**config.mk**
```make
export PLATFORM = sky130hd
export DESIGN_NAME = mmio_uart_tx
export DESIGN_NICKNAME = d
export VERILOG_FILES = /design/src/rtl/mmio_uart_tx.sv
export SDC_FILE = /design/constraint.sdc
export NUM_CORES = 1
export LEC_CHECK = 0
export ABC_CLOCK_PERIOD_IN_PS = 3600
export CAP_MARGIN = 30
export CORE_AREA = 2 2 141 143
export CTS_CLUSTER_DIAMETER = 60
export DETAILED_ROUTE_END_ITERATION = 12
export DIE_AREA = 0 0 143 145
export HOLD_SLACK_MARGIN = 0.1
export PLACE_DENSITY = 0.54
export SLEW_MARGIN = 20
export SYNTH_ARGS = -nofsm -noshare
export SYNTH_HDL_FRONTEND = slang
export SYNTH_SLANG_ARGS = --single-unit
```
**constraint.sdc**
```tcl
create_clock -name clk -period 3.6 [get_ports clk]
set_input_delay 0.54 -clock clk [delete_from_list [all_inputs] [get_ports clk]]
set_output_delay 0.54 -clock clk [all_outputs]
set_load 0.01 [all_outputs]
```
**src/rtl/mmio_uart_tx.sv**
```systemverilog
// Memory-mapped 8N1 UART transmitter: TXDATA/STATUS/DIV registers and a circular
// transmit FIFO that feeds a registered serializer.
module mmio_uart_tx #(
  parameter logic [31:0] BASE      = 32'h0000_1000,
  parameter int unsigned DEPTH     = 8,
  parameter logic [15:0] DIV_RESET = 16'd433
) (
  input  logic        clk,
  input  logic        reset,
  input  logic        MemWrite,
  input  logic [31:0] DataAdr,
  input  logic [31:0] WriteData,
  output logic [31:0] ReadData,
  output logic        tx,
  output logic        irq
);

  localparam int unsigned AW = $clog2(DEPTH);
  localparam int unsigned CW = AW + 1;
  localparam logic [CW-1:0] FULL_CNT = CW'(DEPTH);

  localparam logic [1:0] ST_IDLE  = 2'd0;
  localparam logic [1:0] ST_START = 2'd1;
  localparam logic [1:0] ST_DATA  = 2'd2;
  localparam logic [1:0] ST_STOP  = 2'd3;

  logic       sel;
  logic [1:0] offset;
  logic       wr_txdata, wr_status, wr_div;

  logic [7:0]    mem_q [DEPTH];
  logic [AW-1:0] wptr_q, rptr_q;
  logic [CW-1:0] count_q;
  logic          full, empty, push, pop;
  logic          overflow_q;
  logic [15:0]   div_q;

  logic [1:0]  state_q, state_d;
  logic [15:0] timer_q, timer_d;
  logic [15:0] reload_q, reload_d;
  logic [7:0]  shift_q, shift_d;
  logic [2:0]  idx_q, idx_d;
  logic        tx_q, tx_d;
  logic        bit_end, load_frame;

  logic unused_bits;
  assign unused_bits = ^{WriteData[31:16], DataAdr[1:0]};

  assign sel       = (DataAdr[31:4] == BASE[31:4]);
  assign offset    = DataAdr[3:2];
  assign wr_txdata = MemWrite && sel && (offset == 2'd0);
  assign wr_status = MemWrite && sel && (offset == 2'd1);
  assign wr_div    = MemWrite && sel && (offset == 2'd2);

  assign full  = (count_q == FULL_CNT);
  assign empty = (count_q == '0);
  // A pop on the same edge frees a slot, so a push to a full FIFO still lands.
  assign push  = wr_txdata && (!full || pop);

  always_ff @(posedge clk) begin
    if (push) mem_q[wptr_q] <= WriteData[7:0];
  end

  always_ff @(posedge clk or negedge reset) begin
    if (!reset) begin
      wptr_q     <= '0;
      rptr_q     <= '0;
      count_q    <= '0;
      overflow_q <= 1'b0;
      div_q      <= DIV_RESET;
    end else begin
      if (push) wptr_q <= wptr_q + AW'(1);
      if (pop)  rptr_q <= rptr_q + AW'(1);
      if (push && !pop)      count_q <= count_q + CW'(1);
      else if (pop && !push) count_q <= count_q - CW'(1);
      if (wr_status)                overflow_q <= 1'b0;
      else if (wr_txdata && !push)  overflow_q <= 1'b1;
      if (wr_div) div_q <= WriteData[15:0];
    end
  end

  assign bit_end = (timer_q == 16'd0);

  always_comb begin
    state_d    = state_q;
    timer_d    = timer_q;
    reload_d   = reload_q;
    shift_d    = shift_q;
    idx_d      = idx_q;
    tx_d       = tx_q;
    load_frame = 1'b0;
    pop        = 1'b0;
    case (state_q)
      ST_IDLE: begin
        if (!empty) load_frame = 1'b1;
      end
      ST_START: begin
        if (bit_end) begin
          state_d = ST_DATA;
          timer_d = reload_q;
          idx_d   = 3'd0;
          tx_d    = shift_q[0];
        end else begin
          timer_d = timer_q - 16'd1;
        end
      end
      ST_DATA: begin
        if (bit_end) begin
          timer_d = reload_q;
          if (idx_q == 3'd7) begin
            state_d = ST_STOP;
            tx_d    = 1'b1;
          end else begin
            idx_d   = idx_q + 3'd1;
            shift_d = {1'b0, shift_q[7:1]};
            tx_d    = shift_q[1];
          end
        end else begin
          timer_d = timer_q - 16'd1;
        end
      end
      ST_STOP: begin
        if (bit_end) begin
          if (!empty) begin
            load_frame = 1'b1;
          end else begin
            state_d = ST_IDLE;
            tx_d    = 1'b1;
          end
        end else begin
          timer_d = timer_q - 16'd1;
        end
      end
      default: begin
        state_d = ST_IDLE;
        tx_d    = 1'b1;
      end
    endcase
    // DIV is captured only here, so a mid-frame DIV store affects the next frame.
    if (load_frame) begin
      pop      = 1'b1;
      shift_d  = mem_q[rptr_q];
      reload_d = div_q;
      timer_d  = div_q;
      tx_d     = 1'b0;
      state_d  = ST_START;
    end
  end

  always_ff @(posedge clk or negedge reset) begin
    if (!reset) begin
      state_q  <= ST_IDLE;
      timer_q  <= 16'd0;
      reload_q <= 16'd0;
      shift_q  <= 8'd0;
      idx_q    <= 3'd0;
      tx_q     <= 1'b1;
    end else begin
      state_q  <= state_d;
      timer_q  <= timer_d;
      reload_q <= reload_d;
      shift_q  <= shift_d;
      idx_q    <= idx_d;
      tx_q     <= tx_d;
    end
  end

  assign tx  = tx_q;
  assign irq = empty && (state_q == ST_IDLE);

  always_comb begin
    ReadData = 32'd0;
    if (sel) begin
      case (offset)
        2'd1: begin
          ReadData[0]      = full;
          ReadData[1]      = empty;
          ReadData[2]      = (state_q != ST_IDLE);
          ReadData[3]      = overflow_q;
          ReadData[8 +: CW] = count_q;
        end
        2'd2:    ReadData[15:0] = div_q;
        default: ReadData = 32'd0;
      endcase
    end
  end

endmodule

```
==> summary.txt <==
Route
  – Routed WL per cell: 16.6 microns
  – DRC: 0
  – 1st-iter DRT viols: 280
  – TritonRoute pass-1 iters: 5
  – Vias per cell: 5.04
  – Final wirelength: 15000 microns
  – ANT nets after route: 0
  – DR vias: 4549

Die
  – CORE AREA: 19200 sq um
  – Die ar.: 20700 sq um
  – Die width: between 100 and 150 microns
  – Top Ports: 101
  – Placement row count: approximately 50
  – Die H: 145 microns
  – Initial Utilization: 0.345

Synthesis
  – Top post-synthesis cells by area: edfxtp_1 29%, dfrtp_1 25%, mux4_2 5.4%
  – Largest family of logic cells by synthesized area: simple AND/OR/NAND/NOR gates
  – Yosys warns: 0
  – Distinct cells, synth: 63
  – Synth Area in Simple Gates: 0.137
  – Post-synth ARST share: 0.533
  – Syn Inst Count: 542
  – Synth Area in Compound Gates: 0.0898
  – Synth Register Bits: ~140
  – Seq/Total Area, Yosys: 0.566
  – Synthesized area per cell: 12.2 sq um
  – Post-Synth XOR/XNOR Area: 0.0198
  – Mux share of post-synthesis cell area: 0.102
  – EDFF count, synth: 64
  – Main synth FF type: dfrtp_1
  – Area leader, netlist: edfxtp_1
  – Synth Cell Area: approximately 6600 sq um
  – Top cell type's share of synthesized area: 0.290
  – Adder-cell area share of the yosys netlist: 0.0332

Critical path
  – FF-to-FF End: count_q[3]
  – Critical Path AT: 3.48 ns
  – CP Max Fanout: 8
  – Worst Setup EP: count_q[3]
  – R2r startpoint: timer_q[10]
  – Crit path from: timer_q[10]
  – Reg2Reg Depth: 13
  – Startpoint types: flop
  – Crit path kind: flop to flop
  – Critical path's slowest cell: or4_4
  – CP Data Required Time: 3.89 ns
  – Flop-to-flop setup slack: 0.41 ns
  – Crit. End Element: flop
  – CP max stage delay: 0.60 ns
  – CP cell instances: or4_4, nor4_4, a31o_2, o211ai_1, inv_1, ha_1, inv_1, ha_1, a21o_1, a21oi_1, xnor2_1, nor2_1, xor2_1

Power and ir drop
  – Power share of the clock group: 0.383
  – Power, Total: 0.00435 W
  – Sw frac: 0.299
  – Pwr/cell area: around 530 nW/um^2
  – Sw Pwr: 0.00130 W
  – Internal Power: between 0.003 and 0.004 W
  – Static Leak: between 3 and 4 nW
  – Maximum VDD drop: 0.386 mV
  – Combinational power share: 0.224
  – Seq pwr share: 0.393

Clocking
  – Num CTS Buffers: 17
  – Root Buffer: clkbuf_16
  – Clk slew on worst S/H paths: 0.06 ns
  – Worst skew pair latency: 0.42 ns
  – CTS Buffer Depth: 2
  – Clock sink total: roughly 140
  – Post-CTS Setup Inserts: 0
  – Max H-tree Level: 4
  – CTS resizes: 0
  – CTS tree: built
  – # hold bufs at CTS: 0

GRT
  – First-pass GRT wire length: 24500 microns
  – Initial antenna violation count: 0
  – Met2 usage: 0.248
  – Largest net degree at the start of global routing: 74
  – Total grt overflow: 0
  – GRT Max-Usage Layer: met2
  – Met3 GRT Util: 0.0327
  – GRT met1 Usage: 0.206
  – GRT Util Overall: 0.153
  – Vias in the first global route: 4643

Timing
  – Max Clk Rate: 313 MHz
  – Tmin final: 3.19 ns
  – Worst Tran Pin Value: between 0.8 and 0.9 ns
  – Fin. Hold Viols: 0
  – Rel. slew slack: 0.455
  – Unrepaired setup endpoints after global routing: false
  – Setup TNS: 0 ns
  – Max Slew Vio Count: 0
  – Clock Skews: 0.00648 ns
  – Final setup viols: 0
  – Tcrit/Tclk final: 0.887

Hold path
  – Hold Path Class: flop to flop

Cells and area
  – Antenna Cells: 0
  – Layout cell share with drive strength beyond 1: 0.174
  – Most frequent cells in the layout: 67 x nand2_1, 67 x dfrtp_1, 65 x clkdlybuf4s50_1
  – Final instance area: 8200 sq um
  – Fin nets: 709
  – Area grow syn2layout: 23.6%

Placed design
  – PortBufs: 66
  – Routability cong.: 0.829
  – Dpl hpwl: 10600 microns
  – DP Area: about 7600 sq um

Run
  – Max-cap violation count: 0

Run status
  – Status: complete, no violations
-- state kept, by name, indices dropped and copies added (netlist names) --
register    flops
timer_q        16
wptr_q          3
mem_q          64
idx_q           3
rptr_q          3
count_q         4
reload_q       16
shift_q         8
div_q          16
overflow_q      1
state_q         2
tx              1
-- cell type report --
class,instances,area (sq um)
Fill cell,1828,11000
Tap cell,265,332
Inverter,22,82.6
Clock buffer,18,429
Sequential cell,137,3760
Timing Repair Buffer,92,876
Multi-Input combinational cell,355,2590
Clock inverter,14,136
-- power groups by stage --
stage          clock, W  sequential, W  combinational, W
2_1_floorplan         0        0.00174          0.000642
3_3_place_gp          0        0.00174          0.000938
3_5_place_dp          0        0.00174          0.000960
4_1_cts         0.00170        0.00171          0.000964
5_1_grt         0.00178        0.00171           0.00108
6_report        0.00167        0.00171          0.000972
-- critical path: cells and delay by family, from the launching register on --
family                   cells  cell delay [ns]
AND/OR/NAND/NOR              3             0.95
adder cells (fa/ha/maj)      2             0.46
flip-flops                   1             0.47
AO/OA/AOI/OAI                4             0.73
XOR/XNOR                     2             0.28
buffers and inverters        2             0.17
-- Yosys cell counts (6+ instances only) --
| library cell | n |
|---|---|
| a211oi_1 | 8 |
| a21oi_1 | 17 |
| a22oi_1 | 10 |
| and3_1 | 10 |
| buf_4 | 19 |
| clkbuf_1 | 11 |
| dfrtp_1 | 67 |
| dfstp_2 | 6 |
| edfxtp_1 | 64 |
| ha_1 | 16 |
| inv_1 | 21 |
| mux2_2 | 18 |
| mux2i_1 | 11 |
| mux4_2 | 16 |
| nand2_1 | 67 |
| nand3_1 | 15 |
| nor2_1 | 29 |
| nor2b_1 | 7 |
| nor3_1 | 9 |
| nor4_1 | 16 |
| o211ai_1 | 12 |
| o21ai_0 | 15 |
| xnor2_1 | 13 |
-- kinds of logic after synthesis --
logic type / after synthesis
AOI/OAI and AO/OA: 84
xor gates and xnor gates: 15
adders and majority gates: 17
buffers and inverters: 65
DFF: 137
muxes: 45
other: 1
and+or+nand+nor: 178
-- routing by layer --
layer / vias up / wire [microns]
met5: - / 0
met4: 0 / 135
met3: 10 / 583
met2: 113 / 7420
met1: 2289 / 6890
li1: 2137 / -
-- worst min-delay path by stage --
stage	start	to	slack [ns]	depth (start not counted)
final	reload_q[13]	reload_q[13]	0.47	2
after global routing	reload_q[6]	reload_q[6]	0.51	2
after CTS	reset	timer_q[12]	0.30	1
after detailed placement	reload_q[13]	reload_q[13]	0.46	2
after global placement	reload_q[13]	reload_q[13]	0.46	2
after floorplan	reset	count_q[0]	0.24	0
-- metrics by stage --
step,utilization,std cells,hold WS [ns],setup slack (ns)
detailed placement,0.395,869,0.464,0.287
finish,0.427,903,0.475,0.408
global placement,0.395,869,0.460,0.311
CTS,0.425,901,0.300,0.392
floorplan,-,557,0.244,0.146
global route,0.427,903,0.510,0.251
(Power assumes the default switching activity.)
